**src/rtl/regfile_pkg.sv**
```systemverilog
// Shared constants and pointer helper for the register-file write arbiter.
package regfile_pkg;
  localparam int DATA_W   = 8;
  localparam int ADDR_W   = 2;
  localparam int NUM_REGS = 3;

  // A grant index outside 0..n-1 means "no transfer": the pointer stays put.
  function automatic int rr_next(input int ptr, input int g, input int n);
    if (g < 0 || g >= n) return ptr;
    return (g + 1) % n;
  endfunction
endpackage

```
**src/rtl/regfile_write_arbiter_if.sv**
```systemverilog
// Requester-side valid/ready write bus; master = requesters, slave = arbiter.
interface regfile_write_arbiter_if #(
  parameter int N_REQ  = 3,
  parameter int DATA_W = 8,
  parameter int ADDR_W = 2
);
  logic [N_REQ-1:0]        req_valid;
  logic [N_REQ*ADDR_W-1:0] req_addr;
  logic [N_REQ*DATA_W-1:0] req_data;
  logic [N_REQ-1:0]        req_ready;

  modport master (output req_valid, req_addr, req_data, input req_ready);
  modport slave  (input req_valid, req_addr, req_data, output req_ready);
endinterface

```
**src/rtl/regfile_write_arbiter_rr_pick.sv**
```systemverilog
// Combinational round-robin picker: first valid requester at or after ptr.
module rr_pick #(
  parameter int N_REQ = 3,
  parameter int PTR_W = $clog2(N_REQ)
) (
  input  logic [N_REQ-1:0] valid,
  input  logic [PTR_W-1:0] ptr,
  output logic [N_REQ-1:0] gnt,
  output logic [PTR_W-1:0] gnt_idx,
  output logic             any_gnt
);
  int idx;

  always_comb begin
    gnt     = '0;
    gnt_idx = '0;
    any_gnt = 1'b0;
    idx     = 0;
    for (int k = 0; k < N_REQ; k++) begin
      idx = (int'(ptr) + k) % N_REQ;
      if (!any_gnt && valid[idx]) begin
        any_gnt  = 1'b1;
        gnt[idx] = 1'b1;
        gnt_idx  = PTR_W'(idx);
      end
    end
  end
endmodule

```
**src/rtl/regfile_write_arbiter.sv**
```systemverilog
// Round-robin arbiter feeding the register file's single write port from an output register.
module regfile_write_arbiter #(
  parameter int N_REQ    = 3,
  parameter int DATA_W   = regfile_pkg::DATA_W,
  parameter int ADDR_W   = regfile_pkg::ADDR_W,
  parameter int NUM_REGS = regfile_pkg::NUM_REGS,
  parameter int PTR_W    = $clog2(N_REQ)
) (
  input  logic                    clk,
  input  logic                    reset,
  input  logic                    hold,
  input  logic                    err_clear,
  regfile_write_arbiter_if.slave  rq,
  output logic                    write_enable,
  output logic [ADDR_W-1:0]       write_address,
  output logic [DATA_W-1:0]       write_data,
  output logic [PTR_W-1:0]        grant_id,
  output logic                    addr_err
);
  import regfile_pkg::*;

  logic [N_REQ-1:0]  gnt;
  logic [PTR_W-1:0]  gnt_idx;
  logic              any_gnt;
  logic              xfer;
  logic              legal;
  logic [ADDR_W-1:0] sel_addr;
  logic [DATA_W-1:0] sel_data;

  logic [PTR_W-1:0]  ptr_q, ptr_d;
  logic              we_q, we_d;
  logic [ADDR_W-1:0] wa_q, wa_d;
  logic [DATA_W-1:0] wd_q, wd_d;
  logic [PTR_W-1:0]  gid_q, gid_d;
  logic              err_q, err_d;

  rr_pick #(.N_REQ(N_REQ), .PTR_W(PTR_W)) u_pick (
    .valid   (rq.req_valid),
    .ptr     (ptr_q),
    .gnt     (gnt),
    .gnt_idx (gnt_idx),
    .any_gnt (any_gnt)
  );

  // Ready depends only on valid, ptr, hold and reset; addr/data steer the register stage only.
  assign rq.req_ready = (reset || hold) ? '0 : gnt;

  always_comb begin
    xfer     = any_gnt && !reset && !hold;
    sel_addr = rq.req_addr[int'(gnt_idx)*ADDR_W +: ADDR_W];
    sel_data = rq.req_data[int'(gnt_idx)*DATA_W +: DATA_W];
    legal    = int'(sel_addr) < NUM_REGS;

    ptr_d = PTR_W'(rr_next(int'(ptr_q), xfer ? int'(gnt_idx) : N_REQ, N_REQ));
    we_d  = 1'b0;
    wa_d  = wa_q;
    wd_d  = wd_q;
    gid_d = gid_q;
    err_d = err_q && !err_clear;

    // Illegal transfers are still accepted so the requester never stalls; only the flag records them.
    if (xfer) begin
      if (legal) begin
        we_d  = 1'b1;
        wa_d  = sel_addr;
        wd_d  = sel_data;
        gid_d = gnt_idx;
      end else begin
        err_d = 1'b1;
      end
    end
  end

  always_ff @(posedge clk) begin
    if (reset) begin
      ptr_q <= '0;
      we_q  <= 1'b0;
      wa_q  <= '0;
      wd_q  <= '0;
      gid_q <= '0;
      err_q <= 1'b0;
    end else begin
      ptr_q <= ptr_d;
      we_q  <= we_d;
      wa_q  <= wa_d;
      wd_q  <= wd_d;
      gid_q <= gid_d;
      err_q <= err_d;
    end
  end

  assign write_enable  = we_q;
  assign write_address = wa_q;
  assign write_data    = wd_q;
  assign grant_id      = gid_q;
  assign addr_err      = err_q;
endmodule

```
**src/flat_wrapper.sv**
```systemverilog
// flat-port wrapper written by rule: the top's interface ports become plain ports
module regfile_write_arbiter_flat import regfile_pkg::*;
#(
  parameter int N_REQ    = 3,
  parameter int DATA_W   = regfile_pkg::DATA_W,
  parameter int ADDR_W   = regfile_pkg::ADDR_W,
  parameter int NUM_REGS = regfile_pkg::NUM_REGS,
  parameter int PTR_W    = $clog2(N_REQ)
)
  (clk, reset, hold, err_clear, write_enable, write_address, write_data, grant_id, addr_err, rq_req_valid, rq_req_addr, rq_req_data, rq_req_ready);
  regfile_write_arbiter_if #(.N_REQ(N_REQ), .DATA_W(DATA_W), .ADDR_W(ADDR_W)) rq_i ();
  input  logic clk;
  input  logic reset;
  input  logic hold;
  input  logic err_clear;
  output logic write_enable;
  output logic [ADDR_W-1:0] write_address;
  output logic [DATA_W-1:0] write_data;
  output logic [PTR_W-1:0] grant_id;
  output logic addr_err;
  input wire logic [$bits(rq_i.req_valid)-1:0] rq_req_valid;
  input wire logic [$bits(rq_i.req_addr)-1:0] rq_req_addr;
  input wire logic [$bits(rq_i.req_data)-1:0] rq_req_data;
  output wire logic [$bits(rq_i.req_ready)-1:0] rq_req_ready;
  assign rq_i.req_valid = rq_req_valid;
  assign rq_i.req_addr = rq_req_addr;
  assign rq_i.req_data = rq_req_data;
  assign rq_req_ready = rq_i.req_ready;
  regfile_write_arbiter #(.N_REQ(N_REQ), .DATA_W(DATA_W), .ADDR_W(ADDR_W), .NUM_REGS(NUM_REGS), .PTR_W(PTR_W)) u_core (.clk(clk), .reset(reset), .hold(hold), .err_clear(err_clear), .rq(rq_i), .write_enable(write_enable), .write_address(write_address), .write_data(write_data), .grant_id(grant_id), .addr_err(addr_err));
endmodule
```
**config.mk**
```make
export PLATFORM = sky130hd
export DESIGN_NAME = regfile_write_arbiter_flat
export DESIGN_NICKNAME = d
export VERILOG_FILES = /design/src/rtl/regfile_pkg.sv /design/src/rtl/regfile_write_arbiter_if.sv /design/src/rtl/regfile_write_arbiter_rr_pick.sv /design/src/rtl/regfile_write_arbiter.sv /design/src/flat_wrapper.sv
export SDC_FILE = /design/constraint.sdc
export NUM_CORES = 1
export LEC_CHECK = 0
export ABC_AREA = 1
export ABC_CLOCK_PERIOD_IN_PS = 5660
export CORE_UTILIZATION = 25
export CTS_BUF_LIST = sky130_fd_sc_hd__clkbuf_4
export CTS_CLUSTER_SIZE = 12
export DETAILED_ROUTE_END_ITERATION = 8
export GPL_TIMING_DRIVEN = 0
export PLACE_DENSITY = 0.52
export SETUP_SLACK_MARGIN = 0.4
export SLEW_MARGIN = 20
export SYNTH_ARGS = -nofsm -noshare
export SYNTH_HDL_FRONTEND = slang
export SYNTH_SLANG_ARGS = --single-unit
```
**constraint.sdc**
```tcl
create_clock -name clk -period 5.66 [get_ports clk]
set_clock_uncertainty 0.05 [all_clocks]
set_input_delay 0.849 -clock clk [delete_from_list [all_inputs] [get_ports clk]]
set_output_delay 0.849 -clock clk [all_outputs]
set_load 0.05 [all_outputs]
```
==> impl_results.md <==
- Status: completed
- Max Cap Viol: 0
- Initial Util: a little over a quarter
- First-pass GRT wire length: 6065 um
- Sequential area share after synthesis: 23.13%
- Placed insts: between 300 and 400
- Cell count after synthesis: 224
- Input/output buffers: 53
- Buffers plus inverters on the worst setup path: 4
- Gr ovfl total: 0
- Critical Path End Type: output pin
- Avg Cell Area, Syn: 6.183 um^2
- Starting DRT DRC Count: 51
- Post-CTS setup buffers: 0
- HPWL Detailed: around 3000 um
- Most common cell after layout, fill and taps aside: nand2_1
- Worst path slowest cell: clkdlybuf4s50_1
- Highest clock rate: 251.2 MHz
- Clk slew on worst S/H paths: 80 ps
- RSZ-0062 raised after global routing: false
- Chip height: ~76 um
- Antenna-violating nets left: 0
- Leak: 0.9534 nW
- Total power per unit cell area: approximately 220 nW/um^2
- CTS Buffer Depth: 2
- GRT Resource Usage Total: 12.61%
- Clock latency on the worst-skew pair: 270 ps
- Via count: 1,471
- Post-synthesis cell area: 1385 um^2
- PostCTS Resize Cnt: 0
- Peak per-stage delay on the critical path: 820 ps
- Initial antenna violation count: 0
- R2r worst-path depth: 16
- Clock sinks: 16
- Final Cycle Share: 70.35%
- Worst endpoint required time: 4760 ps
- Hold Crit Depth: 2
- Peak supply drop: 0.00008894 V
- Delay-heaviest family, CP: buffers and inverters
- Vias in the first global route: 1,362
- Worst hold path type: register to register
- WL final: 3609 um
- Drt pass-1 iters: 4
- Critical setup path kind: primary input to output pin
- Number of cell rows: 26
- Setup crit start kind: primary input
- Core ar.: 5205 um^2
- RePlAce Congestion: between 0.8 and 0.9
- CTS tree: built
- Depth of the CTS H-tree: 1
- Die Area: 5842 um^2
- Most frequent cells in the layout: nand2_1 (58), clkdlybuf4s50_1 (53), inv_1 (34)
- Share of layout cells above drive strength 1: about an eighth
- Critical path fanouts, max: 10
- Worst Tran Pin Value: 499.1 ps
- Tmin final: 3982 ps
- TritonCTS Buffers: 3
- Final hold vios: 0
- Area Growth Syn to Fin: 46.25%
- DRC: 0
- Hold-fix buffers, CTS: 0
- Ports: 54
- Die Span X: 76.44 um
- Routed wire per std cell: 10.31 um
- Crit. path cell count: 11
- Final Max Slew Viols: 0
- Antenna Cells: 0
- Post-synthesis net count: 265
- CP arrival: 3080 ps
- Crit-path cells: clkdlybuf4s50_1 -> inv_1 -> nand2_1 -> nand3_1 -> nand2_1 -> nand2_2 -> nand2_2 -> nand2_4 -> buf_8 -> a21oi_1 -> clkdlybuf4s50_1
- Largest net degree at the start of global routing: 11
- Setup TNS: 0 ps
- Relative slew slack: 66.62%
- Root buffer cell: clkbuf_4
- Synth Register Bits: 16
- Net count, final: 323
- Synth cell types: 24
- Final setup viols: 0
- Drt via density: about 4.2
- Number of synthesis warnings: 0
- Final Non-Filler Cells: 350
## worst paths after layout
path / startpoint / endpoint / slack (ps)
hold reg to reg: u_core.write_address[0]$_SDFFE_PP0P_ / u_core.write_address[0]$_SDFFE_PP0P_ / 410
setup reg to reg: u_core.ptr_q[0]$_SDFFE_PP0N_ / u_core.write_data[6]$_SDFFE_PP0P_ / 3180
setup / recovery: rq_req_valid[0] / rq_req_ready[1] / 1680
hold / removal: u_core.write_address[0]$_SDFFE_PP0P_ / u_core.write_address[0]$_SDFFE_PP0P_ / 410
## synth_stat cells, drive strengths merged
master,number,area share [%]
nor3,2,0.72
buf,9,6.1
nand4,3,1.8
dfxtp,16,23
ha,4,3.6
a21oi,16,5.8
nor2,16,4.3
nand2,67,21
nand3b,8,4.3
a31oi,3,1.4
o21ai,5,2.1
nand3,35,14
inv,39,11
o22ai,1,0.45
## metrics by stage
step | hold WS, ps | util, % | setup WS, ps | instance area, um^2 | power [mW]
after floorplan | 423.3 | - | 2509 | 1385 | 0.3140
after global routing | 440.6 | 38.92 | 1525 | 2026 | 0.4839
final | 405.0 | 38.92 | 1678 | 2026 | 0.4437
after CTS | 408.5 | 38.92 | 1672 | 2026 | 0.4500
after global placement | 388.9 | 38.49 | 1691 | 2003 | 0.3922
after detailed placement | 395.5 | 38.49 | 1673 | 2003 | 0.3924
## tightest hold or removal path: stages (launching register included)
cell and delay [ps]:
dfxtp_1 320, inv_1 50, a21oi_1 50
## sequential cells by signal, indices dropped and copies added (netlist names)
name                  flops
u_core.write_data         8
u_core.grant_id           2
u_core.ptr_q              2
u_core.write_address      2
u_core.addr_err           1
u_core.write_enable       1
## power breakdown
| part | leakage, nW | internal (mW) | switching, mW |
|---|---|---|---|
| Clock | 0.0138 | 0.0246 | 0.0311 |
| Combinational | 0.808 | 0.103 | 0.154 |
| Sequential | 0.131 | 0.125 | 0.00591 |
## metal layers
metal	part of all wire, %	global-route usage, %	up-vias
met4	1.0	4.615	0
met1	49	16.82	616
met2	48	20.99	26
met3	2.5	1.078	2
met5	0	0	-
li1	-	-	827
## area by class of cell
type | count | area, um^2
Fill cell | 580 | 3179
Multi-Input combinational cell | 160 | 833.3
Timing Repair Buffer | 53 | 530.5
Sequential cell | 16 | 320.3
Inverter | 39 | 146.4
Tap cell | 70 | 87.58
Buffer | 9 | 85.08
Clock buffer | 3 | 22.52
## cells by family (layout without fill, tap and decap cells)
logic type	count (synthesis)	count (layout)	share of synthesized area, %
adders and majority gates	4	4	3.614
DFF	16	16	23.13
and+or+nand+nor	131	131	46.88
buffers and inverters	48	104	16.71
AOI/OAI and AO/OA	25	25	9.666
No activity file was read; power rests on OpenSTA's default activity.
